## src/rtl/fc_irq_arbiter.sv

```systemverilog
// Event-to-core interrupt arbiter for the fabric-controller core.
// Event pulses are latched as pending. One unmasked pending source is selected
// by fixed or round-robin priority and presented either as an id handshake or
// as one-hot fast-IRQ lines.
//
// Handshake: in REQ the request (irq_req_o/irq_id_o, or the one-hot
// irq_fast_o line) is held stable until the core returns a one-cycle irq_ack_i
// whose id (or fast line, translated back to an id) matches the current
// request. The request is also retracted without an ack when the source is
// masked or no longer pending. After a matching ack there is one GAP cycle in
// which all request outputs are low.
module fc_irq_arbiter #(
  parameter int NB_IRQ     = 32,
  parameter int ID_W       = 5,
  parameter int MODE       = 0,
  parameter int NB_FAST    = 15,
  parameter int REMAP_ID   = 26,
  parameter int REMAP_LINE = 10,
  parameter int RR_EN      = 0,
  parameter int CNT_W      = 8
) (
  input  logic              clk_i,
  input  logic              rst_i,
  input  logic [NB_IRQ-1:0] events_i,
  input  logic [NB_IRQ-1:0] mask_i,
  output logic              irq_req_o,
  output logic [ID_W-1:0]   irq_id_o,
  output logic [NB_FAST-1:0] irq_fast_o,
  input  logic              irq_ack_i,
  input  logic [ID_W-1:0]   irq_ack_id_i,
  output logic [NB_IRQ-1:0] pending_o,
  output logic [CNT_W-1:0]  drop_cnt_o
);

  typedef enum logic [1:0] {IDLE, REQ, GAP} state_e;

  state_e              state_q, state_d;
  logic [NB_IRQ-1:0]   pending_q, pending_d;
  logic [NB_IRQ-1:0]   ack_hit, elig, cand, cur_hot;
  logic [ID_W-1:0]     ack_id, cur_q, cur_d, ptr_q, ptr_d;
  logic [ID_W-1:0]     sel, sel_lo, sel_hi;
  logic                hi_found;
  logic [CNT_W-1:0]    drop_q, drop_d;
  logic                req_q, req_d;
  logic [ID_W-1:0]     id_q, id_d;
  logic [NB_FAST-1:0]  fast_q, fast_d;
  logic                cur_live, cur_acked;
  int                  cur_line;

  // Translate the acknowledge back into a source id (fast line -> id in MODE=1).
  always_comb begin
    ack_id = irq_ack_id_i;
    if (MODE == 1 && int'(irq_ack_id_i) == REMAP_LINE) ack_id = ID_W'(REMAP_ID);
  end

  // Per-source decode: ack hits, fast-line eligibility and current-request one-hot.
  always_comb begin
    ack_hit = '0;
    elig    = '0;
    cur_hot = '0;
    for (int k = 0; k < NB_IRQ; k++) begin
      ack_hit[k] = irq_ack_i && (int'(ack_id) == k);
      cur_hot[k] = (int'(cur_q) == k);
      if (MODE == 1) elig[k] = ((k < NB_FAST) && (k != REMAP_LINE)) || (k == REMAP_ID);
      else           elig[k] = 1'b1;
    end
  end

  // Pending set/clear (set wins) and saturating count of events that hit a pending source.
  always_comb begin
    pending_d = events_i | (pending_q & ~ack_hit);
    drop_d    = drop_q;
    if (|(events_i & pending_q & ~ack_hit) && (drop_q != {CNT_W{1'b1}}))
      drop_d = drop_q + CNT_W'(1);
  end

  assign cand      = pending_q & mask_i & elig;
  assign cur_live  = |(cur_hot & pending_q & mask_i);
  assign cur_acked = |(cur_hot & ack_hit);

  // Priority select: lowest candidate overall, or lowest at/after ptr with wrap.
  always_comb begin
    sel_lo   = '0;
    sel_hi   = '0;
    hi_found = 1'b0;
    for (int k = NB_IRQ - 1; k >= 0; k--) begin
      if (cand[k]) sel_lo = ID_W'(k);
      if (cand[k] && (k >= int'(ptr_q))) begin
        sel_hi   = ID_W'(k);
        hi_found = 1'b1;
      end
    end
    sel = (RR_EN == 1 && hi_found) ? sel_hi : sel_lo;
  end

  // Next-state logic and registered request outputs derived from the next state.
  always_comb begin
    state_d  = state_q;
    cur_d    = cur_q;
    ptr_d    = ptr_q;
    req_d    = 1'b0;
    id_d     = '0;
    fast_d   = '0;
    cur_line = 0;
    case (state_q)
      IDLE: begin
        if (|cand) begin
          cur_d   = sel;
          state_d = REQ;
        end
      end
      REQ: begin
        if (cur_acked) begin
          state_d = GAP;
          ptr_d   = (int'(cur_q) == NB_IRQ - 1) ? '0 : cur_q + ID_W'(1);
        end else if (!cur_live) begin
          state_d = IDLE;
        end
      end
      GAP:     state_d = IDLE;
      default: state_d = IDLE;
    endcase
    cur_line = (int'(cur_d) == REMAP_ID) ? REMAP_LINE : int'(cur_d);
    if (state_d == REQ) begin
      if (MODE == 0) begin
        req_d = 1'b1;
        id_d  = cur_d;
      end else begin
        for (int l = 0; l < NB_FAST; l++) fast_d[l] = (cur_line == l);
      end
    end
  end

  // State, pending, counter and output registers.
  always_ff @(posedge clk_i or posedge rst_i) begin
    if (rst_i) begin
      state_q   <= IDLE;
      pending_q <= '0;
      cur_q     <= '0;
      ptr_q     <= '0;
      drop_q    <= '0;
      req_q     <= 1'b0;
      id_q      <= '0;
      fast_q    <= '0;
    end else begin
      state_q   <= state_d;
      pending_q <= pending_d;
      cur_q     <= cur_d;
      ptr_q     <= ptr_d;
      drop_q    <= drop_d;
      req_q     <= req_d;
      id_q      <= id_d;
      fast_q    <= fast_d;
    end
  end

  assign irq_req_o  = req_q;
  assign irq_id_o   = id_q;
  assign irq_fast_o = fast_q;
  assign pending_o  = pending_q;
  assign drop_cnt_o = drop_q;

endmodule

```

## config.mk

```make
export PLATFORM = sky130hd
export DESIGN_NAME = fc_irq_arbiter
export DESIGN_NICKNAME = d
export VERILOG_FILES = /design/src/rtl/fc_irq_arbiter.sv
export SDC_FILE = /design/constraint.sdc
export NUM_CORES = 1
export LEC_CHECK = 0
export CAP_MARGIN = 0
export CORE_MARGIN = 1
export CORE_UTILIZATION = 50
export CTS_BUF_LIST = sky130_fd_sc_hd__clkbuf_4 sky130_fd_sc_hd__clkbuf_8 sky130_fd_sc_hd__clkbuf_16
export DETAILED_ROUTE_END_ITERATION = 10
export PLACE_DENSITY_LB_ADDON = 0.05
export SLEW_MARGIN = 20
export SYNTH_ARGS = -nofsm -noshare
export SYNTH_HDL_FRONTEND = slang
export SYNTH_SLANG_ARGS = --single-unit
```

## constraint.sdc

```tcl
create_clock -name clk_i -period 4.6 [get_ports clk_i]
set_clock_uncertainty 0.2 [all_clocks]
set_input_delay 1.15 -clock clk_i [delete_from_list [all_inputs] [get_ports clk_i]]
set_output_delay 1.15 -clock clk_i [all_outputs]
set_load 0.01 [all_outputs]
```

==> results of run 1 <==
routing by layer:
metal / share of wire / vias to the layer above / wire (um) / global-route usage
li1: - / 1915 / - / -
met1: 0.40 / 1928 / 5300 / 0.473
met2: 0.46 / 279 / 6090 / 0.542
met3: 0.11 / 29 / 1420 / 0.0640
met4: 0.028 / 0 / 366 / 0.113
met5: 0 / - / 0 / 0
power by group:
group	switching (uW)	total, uW	internal [uW]
registers	142	670	528
clock network	178	292	114
logic	294	593	298
total	614	1550	941
final cells by class:
| class | count | area, um^2 | area share |
|---|---|---|---|
| Timing Repair Buffer | 124 | 1220 | 0.240 |
| Inverter | 5 | 18.8 | 0.00368 |
| Tap cell | 99 | 124 | 0.0243 |
| Multi-Input combinational cell | 384 | 2320 | 0.454 |
| Sequential cell | 53 | 1330 | 0.260 |
| Clock inverter | 3 | 28.8 | 0.00564 |
| Clock buffer | 5 | 68.8 | 0.0135 |
kinds of logic (layout without fill, tap and decap cells):
group / after synthesis / after routing / synth area share
AOI/OAI and AO/OA: 142 / 142 / 0.257
xor gates and xnor gates: 7 / 7 / 0.0160
buffers and inverters: 45 / 137 / 0.0649
other: 1 / 15 / 0.000977
DFF: 53 / 53 / 0.346
and+or+nand+nor: 217 / 217 / 0.305
adders and majority gates: 1 / 1 / 0.00326
muxes: 2 / 2 / 0.00782
flip-flops by register name, summed over array words and instances, names as in the netlist:
register and flops:
drop_cnt_o 8, state_q 2, cur_q 5, irq_id_o 5, irq_req_o 1, pending_o 32
layout by cell type, fill, tap and decap left out, types with 3 or more instances in the layout:
cell and n:
nor2_1 14, a32oi_1 3, and4_1 4, clkdlybuf4s50_1 117, a22o_1 5, nand2b_1 3, xor2_1 5, buf_4 7
nand4b_1 4, clkbuf_8 5, dfrtp_1 53, nor4_1 5, a31oi_1 15, a21oi_1 35, and2_1 6, nand4_1 9
nor4bb_1 5, nand3_1 35, nand3b_1 7, o21ai_0 15, a21boi_0 3, a32o_1 3, inv_1 4, nor2b_1 7
conb_1 15, nand2_1 97, a22oi_1 6, a21o_1 32
worst max-delay path, stage by stage:
cell and delay, ns:
clkdlybuf4s50_1 0.70, nor2b_1 0.62, a21oi_1 0.15, nor4_1 0.29, nand3_1 0.15, nor4_4 0.40, or2_4 0.21, mux2_4 0.29
stage by stage:
step,setup slack (ns),instances,area [um^2]
floorplan,1.22,482,3890
global placement,0.424,665,5010
detailed placement,0.359,665,5010
CTS,0.706,673,5110
global route,0.500,673,5110
finish,0.651,673,5110
path summary, 6_finish.rpt:
check / from / to / slack (ns) / cells after the start
min reg2reg: drop_cnt_o[7] / drop_cnt_o[7] / 0.33 / 1
min: drop_cnt_o[7] / drop_cnt_o[7] / 0.33 / 1
min in group asynchronous: rst_i / drop_cnt_o[6] / 1.08 / 2
max in group asynchronous: rst_i / pending_o[27] / 2.36 / 3
max reg2reg: cur_q[1] / irq_id_o[3] / 1.65 / 7
max: irq_ack_id_i[3] / drop_cnt_o[1] / 0.65 / 8
==> results.rst, run 1 <==
.. list-table::
   :header-rows: 1

   * - Metric
     - Value
   * - Final Hold Viols
     - 0
   * - Max-cap violations
     - 0
   * - Detail Placement HPWL
     - 10.5 mm
   * - Root Buffer Master
     - clkbuf_8
   * - Maximum vdd drop
     - 132 uV
   * - Unique cell type count in the Yosys netlist
     - 68
   * - Max-slew headroom
     - 0.459
   * - Die extent in x
     - 89.6 um
   * - Asr flop ratio synth
     - 1.00
   * - # DRC
     - 0
   * - Post-DR wirelength/cell
     - 19.6 um
   * - Via count of the first global-routing pass
     - 3,900
   * - Tmin final
     - 3.95 ns
   * - Setup_tns
     - 0 ns
   * - Number of clock sinks
     - 53
   * - Post-CTS sizing
     - 0
   * - Starting density of the core
     - 0.524
   * - Kind of path behind the tightest hold check
     - reg -> reg
   * - Total wire length after detailed routing
     - 13.2 mm
   * - Final nets
     - 646
   * - Most frequently used cell type in the post-synthesis netlist
     - nand2_1
   * - Port bufs
     - 117
   * - Cell count after synthesis
     - 468
   * - Global-route wire length before repair
     - 20.3 mm
   * - Area Overhead vs Synth
     - 33.0%
   * - Area of the die
     - 8030 um^2
   * - Die height
     - 89.6 um
   * - Startpoint Class
     - primary input
   * - Total overflow reported by the global router
     - 0
   * - Cell area after synthesis
     - 3840 um^2
   * - Status
     - finished clean
   * - WHS
     - 0.327 ns
   * - Most numerous cell types in the synthesized netlist
     - nand2_1 (97), dfrtp_1 (53), a21oi_1 (35), nand3_1 (35), a21o_1 (32)
   * - Overall power of the completed layout
     - 1550 uW
   * - Number of antenna violations at the first check in global routing
     - 0
   * - Share of Yosys cell area claimed by the top area cell type
     - 0.346
   * - Filler instances
     - 595
   * - Number of max-slew violations in the final report
     - 0
   * - Average size of a mapped cell
     - 8.20 um^2
   * - Commonest register cell after synthesis
     - dfrtp_1
   * - Total routing resource utilization after global routing
     - 0.342
   * - Number of enable flip-flop cells after synthesis
     - 0
   * - Main area contributors after synthesis
     - dfrtp_1 (35%), nand2_1 (9.5%), a21o_1 (6.3%)
   * - Period utilization
     - 0.859
   * - Syn. warnings
     - 0
   * - Number of clock buffers inserted by TritonCTS
     - 5
   * - Htree depth
     - 2
   * - Vias per cell
     - 6.17
   * - Site row count
     - 31
   * - Clock tree from TritonCTS
     - built
   * - Static leakage power
     - 0.00197 uW
   * - DRT antenna net count
     - 0
   * - Number of detailed-routing iterations run before antenna repair
     - 6
   * - Number of buffers inserted to repair setup after CTS
     - 0
   * - CTS Hold Bufs
     - 0
   * - Buffers from clock root to sink, at most
     - 2
   * - Largest area contributor in the synthesized netlist
     - dfrtp_1
   * - Maximum number of pins on one net before global-route repair
     - 36
   * - GP Congestion
     - 0.957
   * - Actual transition at the worst max-transition pin
     - 0.801 ns
   * - Clk_lat worst skew
     - 0.33 ns
   * - CORE AREA
     - 7330 um^2
   * - Crit path capture type
     - flop
   * - Fraction of layout instances using a drive strength above 1
     - 0.0557
   * - Unrepaired setup endpoints after global routing
     - no
   * - Number of DRC markers in iteration 0
     - 378
   * - Count of endpoints failing setup in the final report
     - 0
   * - Critical Path AT
     - 3.97 ns
   * - Class of the most critical setup path
     - in -> reg
   * - Vias
     - 4,151
   * - Largest driver fanout on the critical path
     - 13
   * - Final cell utilization of the core
     - 0.697
   * - Clock slew at reported path FFs
     - 0.12 ns
   * - Number of ports placed on the die boundary
     - 133
   * - Power Density
     - 304 nW/um^2
   * - Ant. Diodes
     - 0
   * - Data required time at the worst endpoint
     - 4.63 ns
   * - Synthesized flop and latch total
     - 53
   * - Fraction of the yosys area taken by sequential cells
     - 0.346
   * - Max Clk Rate
     - 253 MHz
Note: power is estimated with default switching activity, not from simulation.
==> inputs of run 2 (changes only) <==
--- a/config.mk
+++ b/config.mk
@@ -6,11 +6,12 @@
 export NUM_CORES = 1
 export LEC_CHECK = 0
 export CAP_MARGIN = 0
-export CORE_MARGIN = 1
+export CORE_MARGIN = 2
 export CORE_UTILIZATION = 50
 export CTS_BUF_LIST = sky130_fd_sc_hd__clkbuf_4 sky130_fd_sc_hd__clkbuf_8 sky130_fd_sc_hd__clkbuf_16
 export DETAILED_ROUTE_END_ITERATION = 10
 export PLACE_DENSITY_LB_ADDON = 0.05
+export SETUP_SLACK_MARGIN = 0.4
 export SLEW_MARGIN = 20
 export SYNTH_ARGS = -nofsm -noshare
 export SYNTH_HDL_FRONTEND = slang
==> run 2 against run 1 <==
Compared with the run above: wire length is 0.98% higher; register-to-register slack worse by 0.14 ns; via count is 1.9% higher; count of clock-buffer cells in the layout did not move; final cell count is 0.30% higher.
==> results.rst, run 2 (synthesized netlist as in run 1, its figures left out) <==
.. list-table::
   :header-rows: 1

   * - Metric
     - Value
   * - GP Congestion
     - 1.03
   * - # DRC
     - 0
   * - Tmin final
     - 4.03 ns
   * - Post-placement cell area
     - 5020 um^2
   * - Data required time at the worst endpoint
     - 4.61 ns
   * - Max-cap violations
     - 0
   * - Total overflow reported by the global router
     - 0
   * - Vias
     - 4,231
   * - Max Clk Rate
     - 248 MHz
   * - Highest layer used for signal routing
     - met4
   * - Ant. Diodes
     - 0
   * - Multi-input logic area
     - 2320 um^2
   * - Site row count
     - 31
   * - Vias per cell
     - 6.27
   * - FF+latch area
     - 1330 um^2
   * - Flip-flop count of the largest register after layout
     - 32
   * - Actual transition at the worst max-transition pin
     - 0.934 ns
   * - Critical-path cell with the highest stage delay
     - clkdlybuf4s50_1
   * - Number of buffers inserted to repair setup after CTS
     - 0
   * - Total routing resource utilization after global routing
     - 0.323
   * - Critical Path AT
     - 4.04 ns
   * - Maximum vdd drop
     - 158 uV
   * - Status
     - finished clean
   * - Unrepaired setup endpoints after global routing
     - no
   * - Number of ports placed on the die boundary
     - 133
   * - Class of the most critical setup path
     - in -> reg
   * - Area of the die
     - 8390 um^2
   * - Setup_tns
     - 0 ns
   * - Peak per-stage delay on the critical path
     - 0.66 ns
   * - Routed metal-1 wire length
     - 5.54 mm
   * - Power Density
     - 302 nW/um^2
   * - CTS Hold Bufs
     - 0
   * - Number of max-slew violations in the final report
     - 0
   * - Buffers plus inverters on the worst setup path
     - 1
   * - Detail Placement HPWL
     - 10.6 mm
   * - Startpoint Class
     - primary input
   * - Post-DR wirelength/cell
     - 19.7 um
   * - Die height
     - 91.6 um
   * - Via count of the first global-routing pass
     - 4,039
   * - Fin area
     - 5110 um^2
   * - Worst setup timing slack at the placement stage
     - 0.286 ns
   * - Number of antenna violations at the first check in global routing
     - 0
   * - Routed length on met2
     - 6.20 mm
   * - Met3 Wirelength
     - 1.23 mm
   * - Setup ws final
     - 0.566 ns
   * - Final Hold Viols
     - 0
   * - List of cells traversed by the critical path
     - clkdlybuf4s50_1 > nor4b_4 > a21oi_2 > nor4_2 > nand3_1 > nor4_4 > or2_4 > mux2_4
   * - Static leakage power
     - 0.00198 uW
   * - Maximum number of pins on one net before global-route repair
     - 29
   * - Clock tree from TritonCTS
     - built
   * - Max-slew headroom
     - 0.369
   * - Number of detailed-routing iterations run before antenna repair
     - 5
   * - CORE AREA
     - 7330 um^2
   * - Count of endpoints failing setup in the final report
     - 0
   * - Period utilization
     - 0.877
   * - Total wire length after detailed routing
     - 13.3 mm
   * - Port bufs
     - 117
   * - Root Buffer Master
     - clkbuf_8
   * - Largest driver fanout on the critical path
     - 12
   * - Commonest cells after routing, fill and taps aside
     - clkdlybuf4s50_1 (117), nand2_1 (97), dfrtp_1 (53)
   * - Filler instances
     - 588
   * - Starting density of the core
     - 0.524
   * - Buffers from clock root to sink, at most
     - 2
   * - Fraction of layout instances using a drive strength above 1
     - 0.0590
   * - Clock slew at reported path FFs
     - 0.10 ns
   * - Number of clock sinks
     - 53
   * - Final cell utilization of the core
     - 0.698
   * - Overall power of the completed layout
     - 1550 uW
   * - Crit path capture type
     - flop
   * - Clk_lat worst skew
     - 0.31 ns
   * - Number of DRC markers in iteration 0
     - 479
   * - Kind of path behind the tightest hold check
     - reg -> reg
   * - Final nets
     - 648
   * - DRT antenna net count
     - 0
   * - Cell type group with the largest total delay on the critical path
     - simple AND/OR/NAND/NOR gates
   * - Die extent in x
     - 91.6 um
   * - Global-route wire length before repair
     - 21.2 mm
   * - Htree depth
     - 2
   * - Number of clock buffers inserted by TritonCTS
     - 5
   * - Area Overhead vs Synth
     - 33.2%
   * - Most common cell after layout, fill and taps aside
     - clkdlybuf4s50_1
   * - Post-CTS sizing
     - 0
-- run 2: changes by cell type in the layout (fill, tap and decap cells not counted) --
cell / delta
buf_4: +2
clkinv_2: +1
clkinv_4: -1
inv_8: -1
clkinvlp_4: +1
-- run 2: stage by stage --
| stage | instances | hold WS (ns) |
|---|---|---|
| final | 675 | 0.333 |
| after detailed placement | 667 | 0.320 |
| after CTS | 675 | 0.334 |
| after global routing | 675 | 0.358 |
| after global placement | 667 | 0.311 |
| after floorplan | 482 | 0.323 |
-- run 2: path summary, 6_finish.rpt --
| kind | to | cells past startpoint | slack [ns] | startpoint |
|---|---|---|---|---|
| worst min-delay path | drop_cnt_o[5] | 1 | 0.33 | drop_cnt_o[5] |
| worst min register to register | drop_cnt_o[5] | 1 | 0.33 | drop_cnt_o[5] |
| worst max register to register | irq_id_o[4] | 7 | 1.51 | cur_q[1] |
| max in group asynchronous | pending_o[26] | 3 | 2.42 | rst_i |
| worst max-delay path | drop_cnt_o[1] | 8 | 0.57 | irq_ack_id_i[3] |
| min in group asynchronous | cur_q[2] | 2 | 1.01 | rst_i |
-- run 2: power breakdown --
part           switching [uW]  total [uW]  internal, uW
Combinational             322         626           304
Sequential                116         644           529
Clock                     166         275           109
-- run 2: area by class of cell --
type / instances / area share
timing repair buffer: 126 / 0.242
tap: 99 / 0.0242
inverter: 5 / 0.00367
multi-input combinational: 384 / 0.453
sequential: 53 / 0.259
clock inverter: 3 / 0.00416
clock buffer: 5 / 0.0135
-- run 2: routing by layer --
metal	GRT usage	vias to the layer above
met5	0	-
met4	0.0997	0
met3	0.0608	43
met2	0.502	262
met1	0.456	2012
li1	-	1914
==> inputs of run 3 (changes only) <==
--- a/config.mk
+++ b/config.mk
@@ -5,6 +5,7 @@
 export SDC_FILE = /design/constraint.sdc
 export NUM_CORES = 1
 export LEC_CHECK = 0
+export ABC_CLOCK_PERIOD_IN_PS = 4600
 export CAP_MARGIN = 0
 export CORE_MARGIN = 2
 export CORE_UTILIZATION = 50
==> results of run 3 <==
No change in the layout: final DEF, timing and power equal those of run 2.
